File: src/rtl/alu_share_arbiter.sv
// Round-robin arbiter that shares one combinational ALU between NUM_REQ requesters.
// The granted result is captured in a single-entry response register with a valid/ready handshake.
module alu_share_arbiter #(
  parameter int unsigned WIDTH   = 32,
  parameter int unsigned NUM_REQ = 2,
  parameter int unsigned IDW     = (NUM_REQ > 1) ? $clog2(NUM_REQ) : 1
) (
  input  logic                     clk_i,
  input  logic                     rst_ni,
  input  logic [NUM_REQ-1:0]       req_valid_i,
  output logic [NUM_REQ-1:0]       req_ready_o,
  input  logic [NUM_REQ*WIDTH-1:0] req_x_i,
  input  logic [NUM_REQ*WIDTH-1:0] req_y_i,
  input  logic [NUM_REQ*4-1:0]     req_select_i,
  output logic [WIDTH-1:0]         alu_x_o,
  output logic [WIDTH-1:0]         alu_y_o,
  output logic [3:0]               alu_select_o,
  input  logic [WIDTH-1:0]         alu_result_i,
  output logic                     rsp_valid_o,
  input  logic                     rsp_ready_i,
  output logic [IDW-1:0]           rsp_id_o,
  output logic [WIDTH-1:0]         rsp_data_o,
  output logic                     rsp_err_o
);

  logic             rsp_valid_q, rsp_valid_d;
  logic [IDW-1:0]   rsp_id_q, rsp_id_d;
  logic [WIDTH-1:0] rsp_data_q, rsp_data_d;
  logic             rsp_err_q, rsp_err_d;
  logic [IDW-1:0]   rr_ptr_q, rr_ptr_d;

  logic             can_issue;
  logic             gnt_valid;
  logic [IDW-1:0]   gnt_idx;
  logic [IDW-1:0]   gnt_next;
  logic [WIDTH-1:0] gnt_x;
  logic [WIDTH-1:0] gnt_y;
  logic [3:0]       gnt_sel;
  logic             sel_legal;

  function automatic logic is_legal_sel(input logic [3:0] sel);
    logic legal;
    case (sel)
      4'b0000, 4'b1000, 4'b0001, 4'b0010, 4'b0011,
      4'b0100, 4'b0101, 4'b1101, 4'b0110, 4'b0111: legal = 1'b1;
      default:                                     legal = 1'b0;
    endcase
    return legal;
  endfunction

  // Scan from rr_ptr upward with wrap; the reset term keeps ALU inputs and strobes quiet in reset.
  always_comb begin
    int unsigned idx;
    idx       = 0;
    can_issue = !rsp_valid_q || rsp_ready_i;
    gnt_valid = 1'b0;
    gnt_idx   = '0;
    gnt_x     = '0;
    gnt_y     = '0;
    gnt_sel   = '0;
    if (rst_ni && can_issue) begin
      for (int unsigned k = 0; k < NUM_REQ; k++) begin
        idx = int'(rr_ptr_q) + k;
        if (idx >= NUM_REQ) begin
          idx = idx - NUM_REQ;
        end
        if (!gnt_valid && req_valid_i[idx]) begin
          gnt_valid = 1'b1;
          gnt_idx   = IDW'(idx);
          gnt_x     = req_x_i[idx*WIDTH +: WIDTH];
          gnt_y     = req_y_i[idx*WIDTH +: WIDTH];
          gnt_sel   = req_select_i[idx*4 +: 4];
        end
      end
    end
  end

  always_comb begin
    req_ready_o = '0;
    for (int unsigned i = 0; i < NUM_REQ; i++) begin
      req_ready_o[i] = gnt_valid && (gnt_idx == IDW'(i));
    end
  end

  assign alu_x_o      = gnt_x;
  assign alu_y_o      = gnt_y;
  assign alu_select_o = gnt_sel;

  assign sel_legal = is_legal_sel(gnt_sel);
  assign gnt_next  = (gnt_idx == IDW'(NUM_REQ - 1)) ? '0 : gnt_idx + IDW'(1);

  always_comb begin
    rsp_valid_d = rsp_valid_q;
    rsp_id_d    = rsp_id_q;
    rsp_data_d  = rsp_data_q;
    rsp_err_d   = rsp_err_q;
    rr_ptr_d    = rr_ptr_q;
    if (gnt_valid) begin
      // A grant also covers the retire-and-refill case: the register is simply overwritten.
      rsp_valid_d = 1'b1;
      rsp_id_d    = gnt_idx;
      rsp_data_d  = sel_legal ? alu_result_i : '0;
      rsp_err_d   = !sel_legal;
      rr_ptr_d    = gnt_next;
    end else if (rsp_valid_q && rsp_ready_i) begin
      rsp_valid_d = 1'b0;
    end
  end

  always_ff @(posedge clk_i or negedge rst_ni) begin
    if (!rst_ni) begin
      rsp_valid_q <= 1'b0;
      rsp_id_q    <= '0;
      rsp_data_q  <= '0;
      rsp_err_q   <= 1'b0;
      rr_ptr_q    <= '0;
    end else begin
      rsp_valid_q <= rsp_valid_d;
      rsp_id_q    <= rsp_id_d;
      rsp_data_q  <= rsp_data_d;
      rsp_err_q   <= rsp_err_d;
      rr_ptr_q    <= rr_ptr_d;
    end
  end

  assign rsp_valid_o = rsp_valid_q;
  assign rsp_id_o    = rsp_id_q;
  assign rsp_data_o  = rsp_data_q;
  assign rsp_err_o   = rsp_err_q;

endmodule
File: config.mk
export PLATFORM = sky130hd
export DESIGN_NAME = alu_share_arbiter
export DESIGN_NICKNAME = d
export VERILOG_FILES = /design/src/rtl/alu_share_arbiter.sv
export SDC_FILE = /design/constraint.sdc
export NUM_CORES = 1
export LEC_CHECK = 0
export BUFFER_PORTS_ARGS = -buffer_cell sky130_fd_sc_hd__buf_2
export CAP_MARGIN = 20
export CORE_AREA = 2 2 108 110
export CTS_CLUSTER_SIZE = 10
export DETAILED_ROUTE_END_ITERATION = 10
export DIE_AREA = 0 0 110 112
export GPL_TIMING_DRIVEN = 0
export PLACE_DENSITY = 0.63
export SLEW_MARGIN = 30
export SYNTH_ARGS = -nofsm -noshare
export SYNTH_HDL_FRONTEND = slang
export SYNTH_SLANG_ARGS = --single-unit
File: constraint.sdc
create_clock -name clk_i -period 4.05 [get_ports clk_i]
set_clock_uncertainty 0.05 [all_clocks]
set_input_delay 1.215 -clock clk_i [delete_from_list [all_inputs] [get_ports clk_i]]
set_output_delay 1.215 -clock clk_i [all_outputs]
set_load 0.01 [all_outputs]
# Word level (Yosys, flattened, before mapping)
# Memory sizes are Yosys's and may differ from the RTL's.
# Cells that the tools add are included.
# Widths: inputs -> output; s select.
# totals
mem_bits_ro	16
memories	1
wordCells	59
regBits	36
input_bits	173
# mem_list
name	depth	width	rd	rd_ports_with_merged_regs	wr	line_no	text
(no name shown)	16	1	1	0	0	43	case (sel)
# classes
shifts	6
bitwise	1
mux	28
magnitude_cmp	4
n_reduce_logical	10
n_addsub	4
# ops
operator	n
$mux 32	11
$shiftx 64x33->32	4
$shiftx 8x33->4	2
$lt 32x2->1 const B	2
$mux 1	14
$mux 4	3
$logic_and 1x1->1	5
$logic_not 1->1	3
$sub 1x2->3 const B	1
$sub 2x2->3 const B	1
$add 1x1->2 const B	1
$ge 1x2->1 const B	1
$ge 2x2->1 const B	1
$reduce_bool 2->1	1
$add 1x1->1 const B	1
$logic_or 1x1->1	1
$not 1->1	1

# Depth between registers and ports, before layout
# logic_depth
depth_word	14
mapped_depth	6
ltp_nobuf	4

# Least setup slack after synthesis
# No wires, ideal clock.
# synth_timing
path_type	input -> output
startpoint	in req_valid_i[0]
endpoint	out alu_x_o[10]
slack_ps	578
t_arrival_ps	2207
cell_stages	5
n_path_buf	2
required_ps	2785
cell_sequence	a21boi_2 clkbuf_1 buf_2 a22oi_1 nor2_1
# synth_via
elab_chain_len	8
word_cells_on_any_way	11
classes_between	mux: 9; reduce/logical: 2
# synth_lines
element	line_no	text
from (decl)	10	input logic [NUM_REQ-1:0] req_valid_i,
$mux 1 (implied by the code) (2 in a row)	67	if (!gnt_valid && req_valid_i[idx]) begin
$mux 1	67	
$mux 1	61	if (rst_ni && can_issue) begin
$logic_not 1->1	67	
$logic_and 1x1->1	67	
$mux 32 (*)	67	
$mux 32 (*)	61	
to (decl)	15	output logic [WIDTH-1:0] alu_x_o,
# Mark *: on every way between the ends. The rest lies on a longest branch, timed or not. The select of a mux whose other input is x is not followed.

# Final worst setup path
# layout_timing
startpoint	in req_valid_i[0]
endpoint	out alu_y_o[21]
# layout_via
elab_chain_len	8
word_cells_on_any_way	11
classes_between	mux: 9; reduce/logical: 2
# layout_lines
element	line_no	text
$mux 1 (implied by the code) (2 in a row)	67	
$mux 1	67	
$mux 1	61	
$logic_not 1->1	67	
$logic_and 1x1->1	67	
$mux 32 (*)	67	
$mux 32 (*)	61	
to (decl)	16	output logic [WIDTH-1:0] alu_y_o,
# Marked as above.

==> impl_metrics.csv <==
group,metric,value,unit
timing,period_share,95.1,%
floorplanning,die_x,110,microns
place,post-place-ws,-0.475,ns
critical_path,cp.arrival,2.59,ns
timing,max_slew_margin,63.6,%
critical_path,regToRegSetupSlack,2.06,ns
grt,antenna_found_initial,11,
place,io_buffer_count,277,
floorplanning,core_area,11200,sq um
routing,totalWireLength,13.2,mm
synthesis,syn_inst,334,
synthesis,ys_seq_area_share,32.8,%
power,leakage,2.35,nW
grt,grt.overflow.total,0,
layout,final_cells,766,
timing,worstMarginPinSlew,0.546,ns
routing,via_count,3945,
timing,fin_tns_setup,0,ns
power,powerDensity,343,nW/um^2
place,dp.cells,754,
clock_network,numCtsBuffers,5,
synthesis,syn_area,2750,sq um
status,status,"finished clean",
power,finalPower,1.54,mW
critical_path,end_kind,"primary output",
place,gp_congestion,0.885,
job,cap_violations,0,
clock_network,cts_tree,"built",
layout,area_delta_synth_final,63.4,%
clock_network,path_clk_slew,0.06,ns
routing,wl_per_cell,17.2,microns
synthesis,syn_nets,507,
synthesis,ys_types,24,
routing,drt-initial-drc-count,281,
critical_path,crit_type,"in2out",
floorplanning,rows,39,
floorplanning,io_pins,278,
critical_path,cp.required,2.78,ns
clock_network,clk_path_buf_depth,2,
timing,setup_violations,0,
clock_network,clockRootBuffer,"clkbuf_16",
timing,fmax,0.260,GHz
critical_path,crit_fanout,10,
layout,drive_above_1_share,55.1,%
clock_network,cts_sinks,36,
clock_network,clk_latency,0.27,ns
routing,drtAntennaViolNets,0,
worst_hold_path,hp-start,"rsp_id_o$_DFFE_PN0P_",
timing,rsz0062_at_grt,"no",
routing,drt_first_pass_iters,5,
timing,slew_viol_final,0,
grt,grt_use_total,20.0,%
timing,worst_slack,0.199,ns
synthesis,synth_seq_cells,36,
timing,min_period,3.85,ns
floorplanning,dieArea,12300,sq um
timing,final_hold_viol_count,0,
layout,finalInstanceArea,4490,sq um
layout,fillers,1167,
place,dp_hpwl,10.7,mm
synthesis,synthesis.yosys.warnings,0,
grt,grt_pass1_wl,19.3,mm
grt,grt_max_degree,41,
grt,first_global_vias,3625,
synthesis,syn_avg_cell_area,8.23,sq um
routing,drc_errors,0,
layout,nets,789,
worst_hold_path,hp-class,"reg2reg",
critical_path,r2r_start,"rr_ptr_q$_DFFE_PN0P_",
routing,vias_per_cell,5.15,
critical_path,critPathLaunchType,"input pin",
clock_network,ctsHoldBuffers,0,
critical_path,critPathLaunch,"req_valid_i[0]",
clock_network,htree_levels,2,
place,place_area,4310,sq um
floorplanning,die_h,112,microns
floorplanning,start_util,24.6,%
power,max-vdd-ir-drop,0.000229,V
cells in the final DEF (no fill, tap or decap), types with 2 or more instances in the layout:
cell       synthesis  final
a22oi_1           64     64
a32o_1             2      2
a32oi_1           33     33
a32oi_2            2      2
and2_1             3      3
buf_1              3      2
buf_2             16    292
buf_6              3      4
clkbuf_1          21     20
clkbuf_16          0      5
dfrtp_1           36     36
diode_2            0      6
inv_1              4      4
nand3_1           33     33
nor2_1            71     71
o21ai_0            2      2
o21ai_2           30     30
timing repair:
| action | 4_1_cts | 5_1_grt |
|---|---|---|
| buffers inserted | 0 | 0 |
| endpoints found under the setup margin | 69 | 37 |
| pin swaps | 0 | 0 |
| resized for setup | 3 | 3 |
| hold endpoints to repair | 0 | 0 |
flip-flops by register name (all words and copies together) (netlist names):
signal / flops
rr_ptr_q: 1
rsp_err_o: 1
rsp_data_o: 32
rsp_valid_o: 1
rsp_id_o: 1
metrics by stage:
stage	utilization, %	hold slack [ns]
global placement	38.6	0.410
global route	40.1	0.453
floorplan	-	0.450
finish	40.2	0.428
detailed placement	38.6	0.417
CTS	40.0	0.432
Yosys cell counts, drive strengths merged:
master / number / area share, %
a21boi: 1 / 0.41
a21o: 1 / 0.27
a221o: 1 / 0.36
a22oi: 64 / 17
a32o: 2 / 0.73
a32oi: 35 / 12
and2: 3 / 0.68
and3: 1 / 0.23
buf: 22 / 4.6
clkbuf: 21 / 2.9
dfrtp: 36 / 33
inv: 4 / 0.55
nand2: 2 / 0.27
nand2b: 2 / 0.46
nand3: 33 / 6.0
nor2: 71 / 9.7
nor4: 1 / 0.23
o21ai: 32 / 9.9
or2: 1 / 0.23
xor2: 1 / 0.59
kinds of logic after synthesis:
| kind of cell | share of synthesized area (%) |
|---|---|
| and+or+nand+nor | 17.8 |
| AOI/OAI and AO/OA | 40.9 |
| DFF | 32.8 |
| buffers and inverters | 7.97 |
| xor gates and xnor gates | 0.592 |
critical path, cell delays in order:
cell and delay, ns:
buf_2 0.12, nand2b_2 0.15, and2_1 0.19, buf_2 0.25
buf_2 0.26, a22oi_1 0.13, nor2_1 0.12, buf_2 0.15
where the power goes:
part,leakage [nW],internal (mW),switching (mW)
logic,1.82,0.285,0.389
registers,0.460,0.433,0.0438
clock network,0.0702,0.245,0.146
total,2.35,0.962,0.579
layer usage:
layer	routed length [microns]	up-vias	GRT usage [%]
met2	5990	180	31.7
li1	-	1849	-
met5	34	-	0
met4	125	6	3.21
met3	1510	22	9.31
met1	5550	1888	25.1
cell type report:
type,count,area [sq um],share of cell area (%)
multi-input combinational,251,1640,36.5
clock buffer,7,143,3.18
antenna,6,15.0,0.334
buffer,41,198,4.40
clock inverter,1,7.51,0.167
sequential,36,901,20.1
inverter,4,15.0,0.334
timing repair buffer,277,1390,31.0
tap,143,179,3.98
worst paths after layout:
check                      depth (start not counted)                         end
setup / recovery                                   8                 alu_y_o[21]
hold / removal                                     1        rsp_id_o$_DFFE_PN0P_
setup reg to reg                                   5  rsp_data_o[17]$_DFFE_PN0P_
hold reg to reg                                    1        rsp_id_o$_DFFE_PN0P_
max in group asynchronous                          1        rsp_id_o$_DFFE_PN0P_
min in group asynchronous                          1  rsp_data_o[25]$_DFFE_PN0P_
(Power assumes the default switching activity.)
